--- src/rtl/ps2_pkg.sv ---
// Shared constants, frame-state encoding and parity helper for the PS/2 keypad decoder.
package ps2_pkg;

    localparam logic [7:0] PS2_BREAK = 8'hF0;
    localparam logic [7:0] PS2_EXT   = 8'hE0;

    typedef enum logic [1:0] {
        IDLE   = 2'd0,
        DATA   = 2'd1,
        PARITY = 2'd2,
        STOP   = 2'd3
    } ps2_state_e;

    // Parity bit that makes {b, parity} contain an odd number of ones.
    function automatic logic odd_parity(input logic [7:0] b);
        return ~(^b);
    endfunction

endpackage

--- src/rtl/ps2_frame_rx.sv ---
// PS/2 line receiver: synchronises ps2_clk/ps2_data, detects clock falls and frames
// 11-bit packets with start/parity/stop checking and an inactivity timeout.
module ps2_frame_rx
    import ps2_pkg::*;
#(
    parameter int SYNC_STAGES    = 2,
    parameter int TIMEOUT_CYCLES = 10000
) (
    input  logic       clk,
    input  logic       reset,
    input  logic       ps2_clk,
    input  logic       ps2_data,
    output logic [7:0] rx_byte,
    output logic       rx_valid,
    output logic       frame_err
);

    localparam int CW = $clog2(TIMEOUT_CYCLES + 1);

    logic [SYNC_STAGES-1:0] clk_sync_q, clk_sync_d;
    logic [SYNC_STAGES-1:0] data_sync_q, data_sync_d;
    logic                   prev_q, prev_d;
    logic                   fall_q, fall_d;
    logic                   samp_q, samp_d;
    ps2_state_e             state_q, state_d;
    logic [2:0]             bit_cnt_q, bit_cnt_d;
    logic [7:0]             shift_q, shift_d;
    logic                   par_q, par_d;
    logic [CW-1:0]          cnt_q, cnt_d;
    logic [7:0]             byte_q, byte_d;
    logic                   valid_q, valid_d;
    logic                   err_q, err_d;

    // Next-state logic: synchroniser, fall detect, frame FSM and timeout counter.
    always_comb begin
        clk_sync_d  = {clk_sync_q[SYNC_STAGES-2:0], ps2_clk};
        data_sync_d = {data_sync_q[SYNC_STAGES-2:0], ps2_data};
        prev_d      = clk_sync_q[SYNC_STAGES-1];
        fall_d      = prev_q & ~clk_sync_q[SYNC_STAGES-1];
        samp_d      = data_sync_q[SYNC_STAGES-1];
        state_d     = state_q;
        bit_cnt_d   = bit_cnt_q;
        shift_d     = shift_q;
        par_d       = par_q;
        cnt_d       = cnt_q;
        byte_d      = byte_q;
        valid_d     = 1'b0;
        err_d       = 1'b0;
        if (state_q == IDLE) begin
            cnt_d = '0;
            if (fall_q) begin
                if (!samp_q) begin
                    state_d   = DATA;
                    bit_cnt_d = 3'd0;
                end else begin
                    err_d = 1'b1;
                end
            end else begin
                state_d = IDLE;
            end
        end else if (fall_q) begin
            cnt_d = '0;
            case (state_q)
                DATA: begin
                    shift_d   = {samp_q, shift_q[7:1]};
                    bit_cnt_d = bit_cnt_q + 3'd1;
                    if (bit_cnt_q == 3'd7) begin
                        state_d = PARITY;
                    end else begin
                        state_d = DATA;
                    end
                end
                PARITY: begin
                    par_d   = samp_q;
                    state_d = STOP;
                end
                STOP: begin
                    state_d = IDLE;
                    if (samp_q && (par_q == odd_parity(shift_q))) begin
                        byte_d  = shift_q;
                        valid_d = 1'b1;
                    end else begin
                        err_d = 1'b1;
                    end
                end
                default: state_d = IDLE;
            endcase
        end else if (cnt_q == CW'(TIMEOUT_CYCLES - 1)) begin
            // Clock stalled mid-frame: abandon the partial byte.
            err_d   = 1'b1;
            state_d = IDLE;
            cnt_d   = '0;
        end else begin
            cnt_d = cnt_q + CW'(1);
        end
    end

    // State registers; lines idle high so the synchroniser resets to 1.
    always_ff @(posedge clk or negedge reset) begin
        if (!reset) begin
            clk_sync_q  <= '1;
            data_sync_q <= '1;
            prev_q      <= 1'b1;
            fall_q      <= 1'b0;
            samp_q      <= 1'b1;
            state_q     <= IDLE;
            bit_cnt_q   <= 3'd0;
            shift_q     <= 8'h00;
            par_q       <= 1'b0;
            cnt_q       <= '0;
            byte_q      <= 8'h00;
            valid_q     <= 1'b0;
            err_q       <= 1'b0;
        end else begin
            clk_sync_q  <= clk_sync_d;
            data_sync_q <= data_sync_d;
            prev_q      <= prev_d;
            fall_q      <= fall_d;
            samp_q      <= samp_d;
            state_q     <= state_d;
            bit_cnt_q   <= bit_cnt_d;
            shift_q     <= shift_d;
            par_q       <= par_d;
            cnt_q       <= cnt_d;
            byte_q      <= byte_d;
            valid_q     <= valid_d;
            err_q       <= err_d;
        end
    end

    assign rx_byte   = byte_q;
    assign rx_valid  = valid_q;
    assign frame_err = err_q;

endmodule

--- src/rtl/ps2_keypad_decoder.sv ---
// PS/2 keyboard receiver with break/extended prefix decode and a held/pressed key table.
// Define PS2_EXT_EN to make E0-prefixed keys distinct from their plain counterparts.
module ps2_keypad_decoder
    import ps2_pkg::*;
#(
    parameter int                      NUM_KEYS       = 5,
    parameter logic [8*NUM_KEYS-1:0]   KEY_CODES      = 40'h72_75_74_5A_6B,
    parameter logic [NUM_KEYS-1:0]     KEY_EXT        = 5'b11101,
    parameter int                      SYNC_STAGES    = 2,
    parameter int                      TIMEOUT_CYCLES = 10000
) (
    input  logic                clk,
    input  logic                reset,
    input  logic                ps2_clk,
    input  logic                ps2_data,
    output logic [NUM_KEYS-1:0] key_held,
    output logic [NUM_KEYS-1:0] key_press,
    output logic [7:0]          rx_byte,
    output logic                rx_valid,
    output logic                frame_err
);

    logic [7:0]          byte_s;
    logic                valid_s;
    logic                err_s;
    logic [NUM_KEYS-1:0] match_s;
    logic [NUM_KEYS-1:0] ext_ok_s;
    logic                brk_q, brk_d;
    logic [NUM_KEYS-1:0] held_q, held_d;
    logic [NUM_KEYS-1:0] press_q, press_d;
`ifdef PS2_EXT_EN
    logic                ext_q, ext_d;
`endif

    ps2_frame_rx #(
        .SYNC_STAGES    (SYNC_STAGES),
        .TIMEOUT_CYCLES (TIMEOUT_CYCLES)
    ) u_frame_rx (
        .clk       (clk),
        .reset     (reset),
        .ps2_clk   (ps2_clk),
        .ps2_data  (ps2_data),
        .rx_byte   (byte_s),
        .rx_valid  (valid_s),
        .frame_err (err_s)
    );

    for (genvar i = 0; i < NUM_KEYS; i++) begin : g_key
`ifdef PS2_EXT_EN
        assign ext_ok_s[i] = (ext_q == KEY_EXT[i]);
`else
        // Extended flag is not tracked: every key accepts either prefix state.
        assign ext_ok_s[i] = KEY_EXT[i] | 1'b1;
`endif
        assign match_s[i] = (byte_s == KEY_CODES[8*i +: 8]) && ext_ok_s[i];
    end

    // Prefix flags and key table update on each received byte.
    always_comb begin
        brk_d   = brk_q;
        held_d  = held_q;
        press_d = '0;
`ifdef PS2_EXT_EN
        ext_d   = ext_q;
`endif
        if (err_s) begin
            brk_d = 1'b0;
`ifdef PS2_EXT_EN
            ext_d = 1'b0;
`endif
        end else if (valid_s) begin
            if (byte_s == PS2_BREAK) begin
                brk_d = 1'b1;
            end else if (byte_s == PS2_EXT) begin
`ifdef PS2_EXT_EN
                ext_d = 1'b1;
`else
                brk_d = brk_q;
`endif
            end else begin
                if (brk_q) begin
                    held_d = held_q & ~match_s;
                end else begin
                    held_d  = held_q | match_s;
                    press_d = match_s & ~held_q;
                end
                brk_d = 1'b0;
`ifdef PS2_EXT_EN
                ext_d = 1'b0;
`endif
            end
        end else begin
            brk_d = brk_q;
        end
    end

    // Registered flags and key outputs.
    always_ff @(posedge clk or negedge reset) begin
        if (!reset) begin
            brk_q   <= 1'b0;
            held_q  <= '0;
            press_q <= '0;
`ifdef PS2_EXT_EN
            ext_q   <= 1'b0;
`endif
        end else begin
            brk_q   <= brk_d;
            held_q  <= held_d;
            press_q <= press_d;
`ifdef PS2_EXT_EN
            ext_q   <= ext_d;
`endif
        end
    end

    assign key_held  = held_q;
    assign key_press = press_q;
    assign rx_byte   = byte_s;
    assign rx_valid  = valid_s;
    assign frame_err = err_s;

endmodule

--- config.mk ---
export PLATFORM = sky130hd
export DESIGN_NAME = ps2_keypad_decoder
export DESIGN_NICKNAME = d
export VERILOG_FILES = /design/src/rtl/ps2_pkg.sv /design/src/rtl/ps2_frame_rx.sv /design/src/rtl/ps2_keypad_decoder.sv
export SDC_FILE = /design/constraint.sdc
export NUM_CORES = 1
export LEC_CHECK = 0
export CAP_MARGIN = 20
export CORE_MARGIN = 3
export CORE_UTILIZATION = 55
export DETAILED_ROUTE_END_ITERATION = 16
export DONT_BUFFER_PORTS = 1
export PLACE_DENSITY_LB_ADDON = 0.1
export SLEW_MARGIN = 25
export SYNTH_ARGS = -nofsm -noshare
export SYNTH_HDL_FRONTEND = slang
export SYNTH_HIERARCHICAL = 1
export SYNTH_SLANG_ARGS = --single-unit
--- constraint.sdc ---
create_clock -name clk -period 2.88 [get_ports clk]
set_input_delay 0.288 -clock clk [delete_from_list [all_inputs] [get_ports clk]]
set_output_delay 0.288 -clock clk [all_outputs]
set_load 0.01 [all_outputs]
==> flow_summary.ini <==
[status]
status = completed

[setup_path]
end_kind = flop
worstSetupStartpointType = flop
cp.required_ns = 3.05
critPathArrivalTime_ns = 2.36
critPathKind = reg2reg
path_max_fanout = 16
ff2ff_setup_slack_ns = 0.69

[placed_design]
portBuffers = 0
gp_congestion = 0.883
placedInstanceArea_mm2 = 0.00270
dp_cells = 269
dpl.hpwl_mm = 3.32

[layout]
final_nets = 240
nFillCells = 349
drive_gt1_share_pct = 17.5
diodes = 0
seqCellArea_mm2 = 0.00141
final_cells = 281
final_util_pct = 64.1
multi_input_area_mm2 = 0.00119
area_delta_synth_final_pct = 8.77
final_area_mm2 = 0.00289

[global_routing]
grt_overflow = 0
grt_usage_pct = 18.1
antenna_found_initial = 0
grt_pass1_vias = 1812
grt_pass1_wl_mm = 7.91
grt_max_degree = 57

[logic_synthesis]
syn_nets = 234
yosys-top-cells-area = dfrtp_1 (47%), mux2_2 (7.6%), dfstp_2 (5.9%)
synthDistinctLibCells = 45
synth_compound_area_share_pct = 6.79
synth.cell_area_mm2 = 0.00265
syn_avg_cell_area_um2 = 11.9
ys_seq_area_share_pct = 53.1
yosys.area_share.simple_pct = 18.1
yosys_warnings = 6
syn-instance-count = 222
ys_ff_latch = 56
synth_top_family_by_area = simple AND/OR/NAND/NOR gates
synth_mux_area_share_pct = 9.25
synth-adder-area-share_pct = 3.77
synth_flop_cell = dfrtp_1
yosys.area.top_type = dfrtp_1
synth_top_cell_area_share_pct = 47.2
synth_xor_area_share_pct = 7.12
synth-edff-count = 0
synthArstFlopShare_pct = 100

[floorplan]
design.core.area_mm2 = 0.00450
die_area_mm2 = 0.00569
start_util_pct = 58.9
die_h_um = 75.4
rows = 24
die_w_um = 75.4
ios = 24

[clock_network]
post_cts_resized = 0
clk_pin_slew_worst_paths_ns = 0.09
cts.sinks = 56
post_cts_buffers = 0
cts_inserted_buffers = 5
cts_tree = done
clkLatencyLatePin_ns = 0.30
cts_max_level = 2
cts_root_buffer = clkbuf_8
clockBufferDepth = 2

[detailed_routing]
wl_per_cell_um = 16.4
via_per_inst = 6.17
final_antenna_net_count = 0
drc_errors = 0
finalWirelength_mm = 4.61
firstDrtPassIters = 4
dr_total_vias = 1735
dr.first_iter.drc_count = 80

[timing]
worst_clock_skew_ns = 0.0167
rsz0062_at_grt = false
tightest_slew_ns = 0.838
hold_viol_final = 0
finalSetupTns_ns = 0
min_period_ns = 2.19
finalSetupViolCount = 0
fmaxAchievable_mhz = 456
maxSlewViolCount = 0
slew_headroom_pct = 43.9
period_share_pct = 76.2

[worst_hold_path]
hold_path.class = reg2reg

[pwr]
peakVddDrop_mv = 0.432
p_per_area_mw_per_mm2 = 514
power_uw = 1480
p_leak_uw = 0.00129

[run]
maxCapViolCount = 0
placed cells by master, fill, tap and decap left out, types with 7 or more instances in the layout:
cell / count
xnor2_1: 8
nand4_1: 8
nand2_1: 15
nor2b_1: 7
ha_1: 8
mux2_2: 18
inv_1: 7
xor2_1: 8
dfrtp_1: 50
nor2_1: 18
cell families after synthesis:
family,after synthesis
and+or+nand+nor,83
adders and majority gates,8
DFF,56
xor gates and xnor gates,18
muxes,21
buffers and inverters,12
AOI/OAI and AO/OA,24
per-stage QoR:
stage / hold slack (ns) / setup WS, ns
3_3_place_gp: -0.00642 / 0.763
2_1_floorplan: -0.00759 / 0.913
3_5_place_dp: -0.00639 / 0.660
5_1_grt: 0.366 / 0.545
6_report: 0.359 / 0.687
4_1_cts: 0.362 / 0.638
path summary, 6_finish.rpt:
| path | start | endpoint | cells past startpoint |
|---|---|---|---|
| setup reg to reg | u_frame_rx/cnt_q[6] | u_frame_rx/state_q[1] | 4 |
| hold reg to reg | u_frame_rx/data_sync_q[0] | u_frame_rx/data_sync_q[1] | 0 |
| hold / removal | u_frame_rx/data_sync_q[0] | u_frame_rx/data_sync_q[1] | 0 |
| min in group asynchronous | reset | u_frame_rx/rx_byte[1] | 2 |
| max in group asynchronous | reset | u_frame_rx/data_sync_q[0] | 2 |
| setup / recovery | u_frame_rx/cnt_q[6] | u_frame_rx/state_q[1] | 4 |
per-layer routing:
metal / up-vias / global-route usage [%] / share of wire (%)
li1: 813 / - / -
met1: 864 / 21.0 / 42
met2: 51 / 31.8 / 52
met3: 7 / 3.69 / 4.9
met4: 0 / 8.35 / 1.4
met5: - / 0 / 0
cell type report:
type | count | area share, %
timing repair buffer | 4 | 1.99
tap | 52 | 2.25
multi-input combinational | 154 | 41.4
sequential | 56 | 48.8
clock inverter | 2 | 2.08
clock buffer | 6 | 2.52
inverter | 7 | 0.911
sequential cells by signal, summed over array words and instances, names as in the netlist, 2 cells and up, named ones only:
signal                  flops
u_frame_rx/cnt_q           14
u_frame_rx/state_q          2
u_frame_rx/shift_q          8
key_press                   5
u_frame_rx/rx_byte          8
u_frame_rx/data_sync_q      2
u_frame_rx/bit_cnt_q        3
u_frame_rx/clk_sync_q       2
synth_stat cells, types with 2 or more instances:
library cell and instances:
clkbuf_1 4, o21ai_0 5, nand3_1 6, a31oi_1 3, xnor2_1 8, nand2_1 15, mux2_2 18, dfrtp_1 50
and3b_1 2, nand3b_1 2, and4_1 2, a21o_1 2, mux2i_1 2, nor2_1 18, nor2b_1 7, xor2_1 8
o31ai_1 4, nor3b_1 2, dfstp_2 6, nand4_1 8, a21oi_1 4, nor4_1 6, and3_1 3, ha_1 8
inv_1 7, nand4bb_1 2, nor3_1 2
critical path, cell delays in order (launching register included):
cell,delay (ns)
dfrtp_1,0.45
or4_4,0.55
o41ai_4,0.81
a21o_1,0.19
o21ai_0,0.08
report_power, final:
group	internal, µW	total [µW]	switching (µW)	leakage, µW
combinational	35.4	79.8	44.4	0.000467
clock	347	583	235	0.0000654
sequential	805	822	16.7	0.000758
repair_timing:
action,in CTS,in global routing
hold endpoints to repair,58,0
setup endpoints to repair,0,0
hold buffers,4,0
(Power assumes the default switching activity.)
